[config.mk]
export PLATFORM = sky130hd
export DESIGN_NAME = fp_mult_pipe
export DESIGN_NICKNAME = d
export VERILOG_FILES = /design/src/rtl/fp_mult_pipe.sv
export SDC_FILE = /design/constraint.sdc
export NUM_CORES = 2
export LEC_CHECK = 0
export ABC_CLOCK_PERIOD_IN_PS = 15470
export CAP_MARGIN = 20
export CORE_ASPECT_RATIO = 1.2
export CORE_UTILIZATION = 30
export CTS_CLUSTER_DIAMETER = 50
export CTS_CLUSTER_SIZE = 24
export DETAILED_ROUTE_END_ITERATION = 10
export HOLD_SLACK_MARGIN = 0.05
export PLACE_DENSITY = 0.5
export SLEW_MARGIN = 20
export SYNTH_ARGS = -nofsm -noshare
export SYNTH_HDL_FRONTEND = slang
export SYNTH_SLANG_ARGS = --single-unit
[constraint.sdc]
create_clock -name clk -period 15.47 [get_ports clk]
set_input_delay 2.3205 -clock clk [delete_from_list [all_inputs] [get_ports clk]]
set_output_delay 2.3205 -clock clk [all_outputs]
set_load 0.005 [all_outputs]
[src/rtl/fp_mult_pipe.sv]
// fp_mult_pipe: 3-stage floating-point multiplier (flush-to-zero) with global valid/ready stall.
// Rounding: define FP_MULT_PIPE_RNE_EN for round-to-nearest-even; otherwise truncate.
module fp_mult_pipe #(
  parameter  int unsigned EXP_W = 8,
  parameter  int unsigned MAN_W = 23,
  parameter  int unsigned TAG_W = 4,
  localparam int unsigned W     = 1 + EXP_W + MAN_W
) (
  input  logic             clk,
  input  logic             rst,
  input  logic             in_valid,
  output logic             in_ready,
  input  logic [W-1:0]     in_a,
  input  logic [W-1:0]     in_b,
  input  logic [TAG_W-1:0] in_tag,
  output logic             out_valid,
  input  logic             out_ready,
  output logic [W-1:0]     out_r,
  output logic [TAG_W-1:0] out_tag,
  output logic [3:0]       out_flags
);

  localparam int unsigned M    = MAN_W + 1;
  localparam int unsigned PW   = 2 * M;
  localparam int unsigned EW   = EXP_W + 2;
  localparam int unsigned RW   = MAN_W + 1;
  localparam int unsigned BIAS = (1 << (EXP_W - 1)) - 1;
  localparam int unsigned EMAX = (1 << EXP_W) - 1;

  typedef enum logic [1:0] {K_NORM, K_ZERO, K_INF, K_NAN} kind_e;

  typedef struct packed {
    logic             sign;
    kind_e            kind;
    logic             invalid;
    logic [EW-1:0]    e;
    logic [PW-1:0]    prod;
    logic [TAG_W-1:0] tag;
  } s1_t;

  typedef struct packed {
    logic             sign;
    kind_e            kind;
    logic             invalid;
    logic [EW-1:0]    e;
    logic [MAN_W-1:0] frac;
    logic             inexact;
    logic [TAG_W-1:0] tag;
  } s2_t;

  logic adv;
  logic v1_q, v2_q;
  s1_t  s1_d, s1_q;
  s2_t  s2_d, s2_q;

  assign adv      = !out_valid || out_ready;
  assign in_ready = adv;

  // S1: unpack, classify, exponent sum, full mantissa product
  logic             sign_a, sign_b;
  logic [EXP_W-1:0] exp_a, exp_b;
  logic [MAN_W-1:0] man_a, man_b;
  logic             zero_a, zero_b, inf_a, inf_b, nan_a, nan_b, snan_a, snan_b;

  always_comb begin
    {sign_a, exp_a, man_a} = in_a;
    {sign_b, exp_b, man_b} = in_b;
    zero_a = (exp_a == '0);
    zero_b = (exp_b == '0);
    inf_a  = (&exp_a) && (man_a == '0);
    inf_b  = (&exp_b) && (man_b == '0);
    nan_a  = (&exp_a) && (man_a != '0);
    nan_b  = (&exp_b) && (man_b != '0);
    snan_a = nan_a && !man_a[MAN_W-1];
    snan_b = nan_b && !man_b[MAN_W-1];

    s1_d         = '0;
    s1_d.sign    = sign_a ^ sign_b;
    s1_d.tag     = in_tag;
    s1_d.e       = EW'(exp_a) + EW'(exp_b) - EW'(BIAS);
    s1_d.prod    = PW'({1'b1, man_a}) * PW'({1'b1, man_b});
    s1_d.kind    = K_NORM;
    s1_d.invalid = 1'b0;
    if (nan_a || nan_b) begin
      s1_d.kind    = K_NAN;
      s1_d.invalid = snan_a || snan_b;
    end else if ((inf_a && zero_b) || (inf_b && zero_a)) begin
      s1_d.kind    = K_NAN;
      s1_d.invalid = 1'b1;
    end else if (inf_a || inf_b) begin
      s1_d.kind = K_INF;
    end else if (zero_a || zero_b) begin
      s1_d.kind = K_ZERO;
    end
  end

  // S2: normalise to [1,2), round, renormalise on carry-out
  logic [MAN_W-1:0] frac_pre;
  logic             guard, sticky, rnd_up, carry;
  logic [MAN_W-1:0] frac_rnd;
  logic [EW-1:0]    e_norm;

  always_comb begin
    frac_pre = '0;
    guard    = 1'b0;
    sticky   = 1'b0;
    e_norm   = s1_q.e;
    if (s1_q.prod[PW-1]) begin
      frac_pre = s1_q.prod[PW-2:MAN_W+1];
      guard    = s1_q.prod[MAN_W];
      sticky   = |s1_q.prod[MAN_W-1:0];
      e_norm   = s1_q.e + EW'(1);
    end else begin
      frac_pre = s1_q.prod[PW-3:MAN_W];
      guard    = s1_q.prod[MAN_W-1];
      sticky   = |s1_q.prod[MAN_W-2:0];
    end

    rnd_up = 1'b0;
`ifdef FP_MULT_PIPE_RNE_EN
    rnd_up = guard && (sticky || frac_pre[0]);
`endif
    // An all-ones fraction rounding up wraps to zero: the value is exactly 2.0
    {carry, frac_rnd} = RW'(frac_pre) + RW'(rnd_up);

    s2_d         = '0;
    s2_d.sign    = s1_q.sign;
    s2_d.kind    = s1_q.kind;
    s2_d.invalid = s1_q.invalid;
    s2_d.tag     = s1_q.tag;
    s2_d.frac    = frac_rnd;
    s2_d.inexact = guard || sticky;
    s2_d.e       = carry ? (e_norm + EW'(1)) : e_norm;
  end

  // S3: range check, pack result and flags {invalid, overflow, underflow, inexact}
  logic [W-1:0] r_d;
  logic [3:0]   flags_d;
  logic         ovf, unf;

  always_comb begin
    r_d     = '0;
    flags_d = '0;
    ovf     = !s2_q.e[EW-1] && (s2_q.e >= EW'(EMAX));
    unf     = s2_q.e[EW-1] || (s2_q.e == '0);
    case (s2_q.kind)
      K_NAN: begin
        r_d     = {1'b0, {EXP_W{1'b1}}, 1'b1, {(MAN_W-1){1'b0}}};
        flags_d = {s2_q.invalid, 3'b000};
      end
      K_INF:  r_d = {s2_q.sign, {EXP_W{1'b1}}, {MAN_W{1'b0}}};
      K_ZERO: r_d = {s2_q.sign, {(EXP_W+MAN_W){1'b0}}};
      default: begin
        if (ovf) begin
          r_d     = {s2_q.sign, {EXP_W{1'b1}}, {MAN_W{1'b0}}};
          flags_d = 4'b0101;
        end else if (unf) begin
          r_d     = {s2_q.sign, {(EXP_W+MAN_W){1'b0}}};
          flags_d = 4'b0011;
        end else begin
          r_d     = {s2_q.sign, s2_q.e[EXP_W-1:0], s2_q.frac};
          flags_d = {3'b000, s2_q.inexact};
        end
      end
    endcase
  end

  // Valid chain and output register; everything holds while the consumer stalls
  always_ff @(posedge clk) begin
    if (rst) begin
      v1_q      <= 1'b0;
      v2_q      <= 1'b0;
      out_valid <= 1'b0;
      out_r     <= '0;
      out_tag   <= '0;
      out_flags <= '0;
    end else if (adv) begin
      v1_q      <= in_valid;
      v2_q      <= v1_q;
      out_valid <= v2_q;
      if (v2_q) begin
        out_r     <= r_d;
        out_tag   <= s2_q.tag;
        out_flags <= flags_d;
      end
    end
  end

  // Datapath stages carry no reset; loads are gated by the stage's valid
  always_ff @(posedge clk) begin
    if (adv && in_valid) s1_q <= s1_d;
    if (adv && v1_q)     s2_q <= s2_d;
  end

endmodule

==> flow_summary.toml <==
[status]
status = "complete, no violations"

[logic_synthesis]
async_flop_share = 0
yosys_most_used_dff = "edfxtp_1"
ys_types = 59
synth-compound-area-share = 0.0522
synth_fa_ha_area_frac = 0.485
synth_top_area_frac = 0.390
ys_top_cells_by_area = "fa_1 39%, edfxtp_1 13%, ha_1 9.5%"
syn-cell-area_mm2 = 0.0248
synth_top_family_by_area = "adder cells"
yosys_register_bits = 151
yosysSeqAreaShare = 0.165
syn-num-nets = 3355
yosysTopAreaCell = "fa_1"
avgSynthCellArea_um2 = 9.50
yosys_warnings = 0
yosysMostFrequentCell = "inv_1"
synth-edff-count = 108
synthXorXnorAreaFrac = 0.0212
synth_common_cells = "588 x inv_1, 483 x fa_1, 316 x nand2_1"
synthSimpleGateAreaFrac = 0.156
synthMuxAreaShare = 0.0113
synth_cells = 2611

[cts]
postCtsSetupRepairBufs = 0
cts_tree = "built"
clock_latency_ns = 0.44
cts_buffers = 17
cts_sinks = 151
cts_buffer_depth = 2
clock-root-buffer = "clkbuf_16"
htree_levels = 4
clk_pin_slew_ns = 0.07
cts_resized = 0
hold_buffers = 0

[sta]
fin_crit_sh = 0.621
finalSetupViolCount = 0
clock_skew_ns = 0.0165
slew_viol_final = 0
period_minus_slack_ns = 9.61
tightest_slew_ns = 1.14
hold_viol = 0
fmax_ghz = 0.104
rsz0062_at_grt = "no"
max_slew_margin = 0.238
finalSetupTns_ns = 0

[final_layout]
fill_cells = 8374
nNetsFinal = 3415
multi_input_area_mm2 = 0.0180
area_growth_syn_to_layout_pct = 11.8
final_area_mm2 = 0.0277
n_antenna_cell = 0
final_layout_size_suffix_gt1_frac = 0.0451
regArea_mm2 = 0.00410

[die]
start_util = 0.303
die_y_um = 317
row_count = 115
dieArea_mm2 = 0.0838
pin_count = 114
core_area_mm2 = 0.0819
fp.dieW_um = 264

[global_route]
track_usage = 0.185
grt_overflow_total = 0
grt_pass1_wl_um = 117000
antenna_found_initial = 0
grt_pass1_vias = 20000
grt_max_degree = 67

[flow_run]
maxCapViolations = 0

[drt]
wire_per_inst_um = 20.1
drt_iter0_drc = 1046
drc = 0
firstDrtPassIters = 5
via_per_inst = 4.82
vias = 18000
routed_wirelength_um = 75200
ant_nets = 0

[worst_hold_path]
min-delay-path-class = "reg -> reg"

[critical_path]
arrival_ns = 9.80
cp_data_required_time_ns = 15.66
critPathMaxFanout = 25
crit_type = "in -> reg"
crit_path_start_kind = "input port"
endpoint_kind = "register"

[placed_design]
placed_cell_area_mm2 = 0.0271
dp_hpwl_um = 57100
gp_routability_congestion = 0.880
port_buffers = 113
## final timing paths
kind | startpoint | to | slack, ns | cells past startpoint
worst max-delay path | in_b[6] | s1_q[41] | 5.86 | 22
worst min-delay path | s1_q[63] | s2_q[39] | 0.42 | 0
worst max register to register | s2_q[36] | out_r[22] | 13.61 | 4
worst min register to register | s1_q[63] | s2_q[39] | 0.42 | 0
## registers in the layout (all words and copies together) (netlist names)
register / flops
s1_q: 66
s2_q: 42
out_r: 32
out_flags: 4
out_tag: 4
out_valid: 1
v1_q: 1
v2_q: 1
## layout make-up
type                    count  area share
flip-flops and latches    151       0.148
clock buffers              18      0.0158
repair buffers            161      0.0538
clock inverters            14     0.00474
inverters                 592      0.0802
well taps                1053      0.0475
multi-input cells        1748       0.650
## layout by cell type (no fill, tap or decap), types with 5 or more instances in the layout
master / n
fa_1: 483
clkbuf_16: 17
nor2_1: 104
nor2b_1: 7
nand2b_1: 6
or3_1: 7
and2_1: 244
nor3b_1: 5
a21o_1: 16
o21ai_0: 38
inv_6: 5
o22ai_1: 10
xnor2_1: 36
ha_1: 189
mux2_2: 24
nand4_1: 21
a21oi_1: 66
dfxtp_1: 43
and3_1: 9
clkdlybuf4s50_1: 113
inv_1: 588
a22oi_1: 24
o21bai_1: 9
nor3_1: 12
edfxtp_1: 108
nand2_1: 316
nand3_1: 15
o21a_1: 8
xor2_1: 24
nor4_1: 24
buf_4: 48
## cell families after synthesis
group / Yosys count
compound gates: 205
xor+xnor: 60
fa+ha+maj: 672
buf+inv: 712
flops: 151
mux: 25
simple gates: 786
## critical path, cell delays in order
cell and delay (ns):
clkdlybuf4s50_1 1.02, and2_1 0.43, fa_1 0.54, inv_1 0.05, fa_1 0.46, fa_1 0.49
inv_1 0.05, fa_1 0.51, inv_1 0.06, fa_1 0.56, fa_1 0.44, fa_1 0.55
inv_1 0.06, ha_1 0.36, a211oi_1 0.41, o211ai_1 0.19, a21boi_0 0.26, o22ai_1 0.12
a21oi_1 0.38, nor2b_1 0.25, o21ai_0 0.13, xnor2_1 0.14
## routing by layer
metal | share of wire | vias up | track usage
met1 | 0.42 | 9285 | 0.232
li1 | - | 8036 | -
met3 | 0.048 | 150 | 0.0209
met5 | 0 | - | 0
met4 | 0.041 | 0 | 0.0745
met2 | 0.49 | 542 | 0.325
## metrics by stage
stage,hold WS [ns],std cells,utilization,setup WS (ns)
final,0.415,3737,0.339,5.86
after global routing,0.423,3737,0.339,5.57
after CTS,0.419,3737,0.339,5.98
after detailed placement,0.407,3705,0.332,5.50
after global placement,0.403,3705,0.332,5.49
after floorplan,0.400,2611,-,7.01
Power is left out: the tool's default activity adds up to more than one toggle a clock period on the data nets, which glitch-free logic cannot reach.
